File: src/rtl/mux_3_if.sv
// Data/select bundle for the registered 4:1 selector.
// The master drives the four data words, select and enable; the slave returns y.
interface mux_3_if #(
    parameter int WIDTH = 3
);
    logic [WIDTH-1:0] a;
    logic [WIDTH-1:0] b;
    logic [WIDTH-1:0] c;
    logic [WIDTH-1:0] d;
    logic [1:0]       se;
    logic             en;
    logic [WIDTH-1:0] y;

    modport master (
        output a, b, c, d, se, en,
        input  y
    );

    modport slave (
        input  a, b, c, d, se, en,
        output y
    );
endinterface

File: src/rtl/mux_3.sv
// Registered 4:1 selector with enable: y takes the chosen word one clock after sampling,
// or DISABLE_VAL while disabled. Synchronous active-high reset clears y to zero.
module mux_3 #(
    parameter int               WIDTH       = 3,
    parameter logic [WIDTH-1:0] DISABLE_VAL = '0
) (
    input logic   clk,
    input logic   rst,
    mux_3_if.slave bus
);

    logic [WIDTH-1:0] y_q;
    logic [WIDTH-1:0] y_d;

    // An unknown select falls through to the default arm, so y never goes X.
    always_comb begin
        y_d = DISABLE_VAL;
        if (bus.en) begin
            case (bus.se)
                2'b00:   y_d = bus.a;
                2'b01:   y_d = bus.b;
                2'b10:   y_d = bus.c;
                2'b11:   y_d = bus.d;
                default: y_d = DISABLE_VAL;
            endcase
        end
    end

    always_ff @(posedge clk) begin
        if (rst) begin
            y_q <= '0;
        end else begin
            y_q <= y_d;
        end
    end

    assign bus.y = y_q;

endmodule

File: src/flat_wrapper.sv
// flat-port wrapper written by rule: the top's interface ports become plain ports
module mux_3_flat 
#(
    parameter int               WIDTH       = 3,
    parameter logic [WIDTH-1:0] DISABLE_VAL = '0
)
  (clk, rst, bus_a, bus_b, bus_c, bus_d, bus_se, bus_en, bus_y);
  mux_3_if #(.WIDTH(WIDTH)) bus_i ();
  input logic clk;
  input logic rst;
  input wire logic [$bits(bus_i.a)-1:0] bus_a;
  input wire logic [$bits(bus_i.b)-1:0] bus_b;
  input wire logic [$bits(bus_i.c)-1:0] bus_c;
  input wire logic [$bits(bus_i.d)-1:0] bus_d;
  input wire logic [$bits(bus_i.se)-1:0] bus_se;
  input wire logic [$bits(bus_i.en)-1:0] bus_en;
  output wire logic [$bits(bus_i.y)-1:0] bus_y;
  assign bus_i.a = bus_a;
  assign bus_i.b = bus_b;
  assign bus_i.c = bus_c;
  assign bus_i.d = bus_d;
  assign bus_i.se = bus_se;
  assign bus_i.en = bus_en;
  assign bus_y = bus_i.y;
  mux_3 #(.WIDTH(WIDTH), .DISABLE_VAL(DISABLE_VAL)) u_core (.clk(clk), .rst(rst), .bus(bus_i));
endmodule
File: config.mk
export PLATFORM = sky130hd
export DESIGN_NAME = mux_3_flat
export DESIGN_NICKNAME = d
export VERILOG_FILES = /design/src/rtl/mux_3_if.sv /design/src/rtl/mux_3.sv /design/src/flat_wrapper.sv
export SDC_FILE = /design/constraint.sdc
export NUM_CORES = 1
export LEC_CHECK = 0
export ABC_AREA = 0
export CORE_AREA = 8 8 45 47
export CTS_BUF_LIST = sky130_fd_sc_hd__clkbuf_4
export DETAILED_ROUTE_END_ITERATION = 7
export DIE_AREA = 0 0 53 55
export GPL_ROUTABILITY_DRIVEN = 0
export GPL_TIMING_DRIVEN = 0
export SYNTH_ARGS = -nofsm -noshare
export SYNTH_HDL_FRONTEND = slang
export SYNTH_SLANG_ARGS = --single-unit
export TNS_END_PERCENT = 5
File: constraint.sdc
create_clock -name clk -period 1.38 [get_ports clk]
set_clock_uncertainty 0.05 [all_clocks]
set_input_delay 0.276 -clock clk [delete_from_list [all_inputs] [get_ports clk]]
set_output_delay 0.276 -clock clk [all_outputs]
set_load 0.03 [all_outputs]
Word-level counts from Yosys, hierarchy flattened

Cells that the tools add are included.

Multiplexer cells: 1
Equal/unequal tests: 3
Bitwise logic cells: 1
Reduce and logical (&&, ||, !) cells: 2

Operators by type and width:

| cell               | count |
|---|---|
| $pmux 3 s4         | 1 |
| $eq 2x2->1 const B | 2 |
| $eq 2x1->1 const B | 1 |
| $logic_not 2->1    | 1 |
| $reduce_or 2->1    | 1 |
| $not 1->1          | 1 |

Register bits: 3

Depth between registers and ports, before layout

Depth after elaboration: 2
Mapped depth: 2
Depth with buffers taken out: 2

Worst setup path before layout

No wires, ideal clock.

Path kind: input to register
Start: input bus_se[0]
End: register u_core.y_q[0] (netlist: u_core.bus.y[0])
Cell stages on the path: 2
Arrival time: 953 ps
Setup slack: 261 ps
Path through: mux4_1 > and3b_1

Cells in the longest elaborated chain, start to end: 2

RTL lines:

| element                            | RTL line           | source |
|---|---|---|
| start: declaration                 | flat_wrapper.sv:15 | `input wire logic [$bits(bus_i.se)-1:0] bus_se;` |
| $eq 2x2->1 (tied with other cells) | mux_3.sv:19        | `case (bus.se)` |
| $pmux 3 s4 *                       | mux_3.sv:19        |  |
| end signal: assignment             | mux_3.sv:33        | `y_q <= y_d;` |
| end: declaration                   | mux_3.sv:12        | `logic [WIDTH-1:0] y_q;` |

Mark *: on every way between the ends. The rest lies on a longest branch, timed or not.
A chain may end at the register's enable or synchronous reset.

Worst setup path after layout

Start: input bus_b[1]
End: register u_core.y_q[1] (netlist: u_core.bus.y[1])

Cells in the longest elaborated chain, start to end: 1

RTL lines:

| element            | RTL line           | source |
|---|---|---|
| start: declaration | flat_wrapper.sv:12 | `input wire logic [$bits(bus_i.b)-1:0] bus_b;` |
| $pmux 3 s4         | mux_3.sv:19        |  |

No other way between the ends.

==> metrics.yaml <==
outcome:
  status: "complete, no violations"
cells_and_area:
  final_core_util: 0.289
  nets: 50
  seq_area_um2: 60.1
  final_cell_mix: "clkdlybuf4s50_1, clkbuf_4, dlygate4sd2_1"
  mostFrequentLayoutCell: "clkdlybuf4s50_1"
  largest_reg_flops: 3
  final_cell_area_um2: 400
  drive_gt1_frac: 0.125
  diodes: 0
  areaGrowthSynthToFinish_pct: 142
  fill_cells: 147
  multi_input_area_um2: 105
power:
  p_total_w: 0.000344
  leakagePower_nw: 0.182
  peakVddDrop_mv: 0.209
  power.density_nw_per_um2: 858
setup_path:
  critical_path_class: "in2reg"
  path_cells: "clkdlybuf4s50_1 -> mux4_1 -> and3b_1"
  worstPathArrival_ns: 1.35
  cp_max_fo: 1
  cpPeakStageDelay_ns: 0.49
  slowest_stage: "mux4_1"
  startpoint_type: "primary input"
  required_ns: 1.45
  end_kind: "flop"
place:
  port_buffers: 19
  placed_cell_area_um2: 375
  pre_cts_ws_ns: -0.366
floorplanning:
  fp.coreArea_um2: 1380
  rows: 14
  die_h_um: 55
  die_w_um: 53
  dieArea_um2: 2920
  start_util: 0.119
  io_pins: 20
synthesis:
  postSynthAreaPerCell_um2: 18.4
  synth_fp_nets: 26
  synth_cells: 9
  yosys_warnings: 0
  synth_top_area_frac: 0.477
  synth_top_area_cell: "mux4_1"
  synth.ff_latch_count: 3
  synth-seq-area-share: 0.364
  yosysUniqueCellTypes: 3
  netlist_area_um2: 165
  netlist_top_cells_area: "mux4_1, dfxtp_1, and3b_1"
drt:
  drc: 0
  num_vias: 187
  drtIter0Drc: 0
  routed_wl_um: 575
  vias_per_cell: 3.90
  drtAntennaViolNets: 0
  drt-wirelength-per-cell_um: 12.0
  dr.pass1.iters: 1
clock_tree:
  htree_levels: 1
  hold_buffers: 0
  clock_sinks: 3
  clockBufferDepth: 2
  clockRootBuffer: "clkbuf_4"
  post_cts_buffers: 0
  cts_made_buffers: 3
  cts_tree: "yes"
  clk_pin_slew_ns: 0.04
job:
  drv_cap: 0
global_routing:
  grt_pass1_wl_um: 972
  grt_pass1_vias: 255
  antenna_found_initial: 0
  grt_overflow: 0
  grt_use_total: 0.0525
  grt_start_max_net_pins: 4
timing:
  hold_viol: 0
  max_freq_mhz: 781
  finalCritPeriodShare: 0.928
  rsz0062_at_grt: "false"
  final-setup-viol-count: 0
  max-slew-margin-rel: 0.791
  fin_setup_tns_ns: 0
  layout_setup_ws_ns: 0.0990
  worstMarginPinSlew_ns: 0.314
  slew_violations: 0
  period_needed_ns: 1.28
hold_path:
  hp-class: "in2reg"
[power breakdown]
| part | switching [W] | internal, W |
|---|---|---|
| Clock | 0.0000434 | 0.000128 |
| Sequential | 0.000000889 | 0.0000919 |
| Combinational | 0.0000219 | 0.0000576 |
| Total | 0.0000662 | 0.000277 |
[stage by stage]
step,std cells,hold slack (ns)
after detailed placement,44,0.881
after CTS,48,0.637
after global routing,48,0.672
after floorplan,9,0.382
final,48,0.646
after global placement,44,0.874
[metal layers]
layer  global-route usage  vias to the layer above  share of wire
li1                     -                       88              -
met1               0.0290                       79           0.34
met2               0.0723                       20           0.41
met3               0.0749                        0           0.24
met4               0.0517                        0              0
met5                    0                        -              0
[worst max-delay path, delay by kind of cell]
kind | cells | cell delay [ns]
muxes | 1 | 0.49
buffers and inverters | 1 | 0.39
and+or+nand+nor | 1 | 0.19
[final cells by class]
cell class                      instances  share of cell area
Timing Repair Buffer                   19               0.463
Multi-Input combinational cell          6               0.263
Sequential cell                         3               0.150
Clock buffer                            4              0.0750
Tap cell                               16              0.0500
[worst paths after layout]
kind | from | cells after the start | endpoint | slack [ns]
setup / recovery | bus_b[1] | 3 | u_core.bus.y[1]$_SDFF_PP0_ | 0.1
hold / removal | bus_en | 2 | u_core.bus.y[2]$_SDFF_PP0_ | 0.65
[cells by family after synthesis]
family / share of synthesized area
flops: 0.364
mux: 0.477
simple gates: 0.159
[synth_stat cells]
cell     count
mux4_1       3
dfxtp_1      3
and3b_1      3
[timing repair]
action	CTS	global route
resized for setup	4	0
endpoints found under the setup margin	6	0
hold endpoints to repair	0	0
No activity file was read; power rests on OpenSTA's default activity.
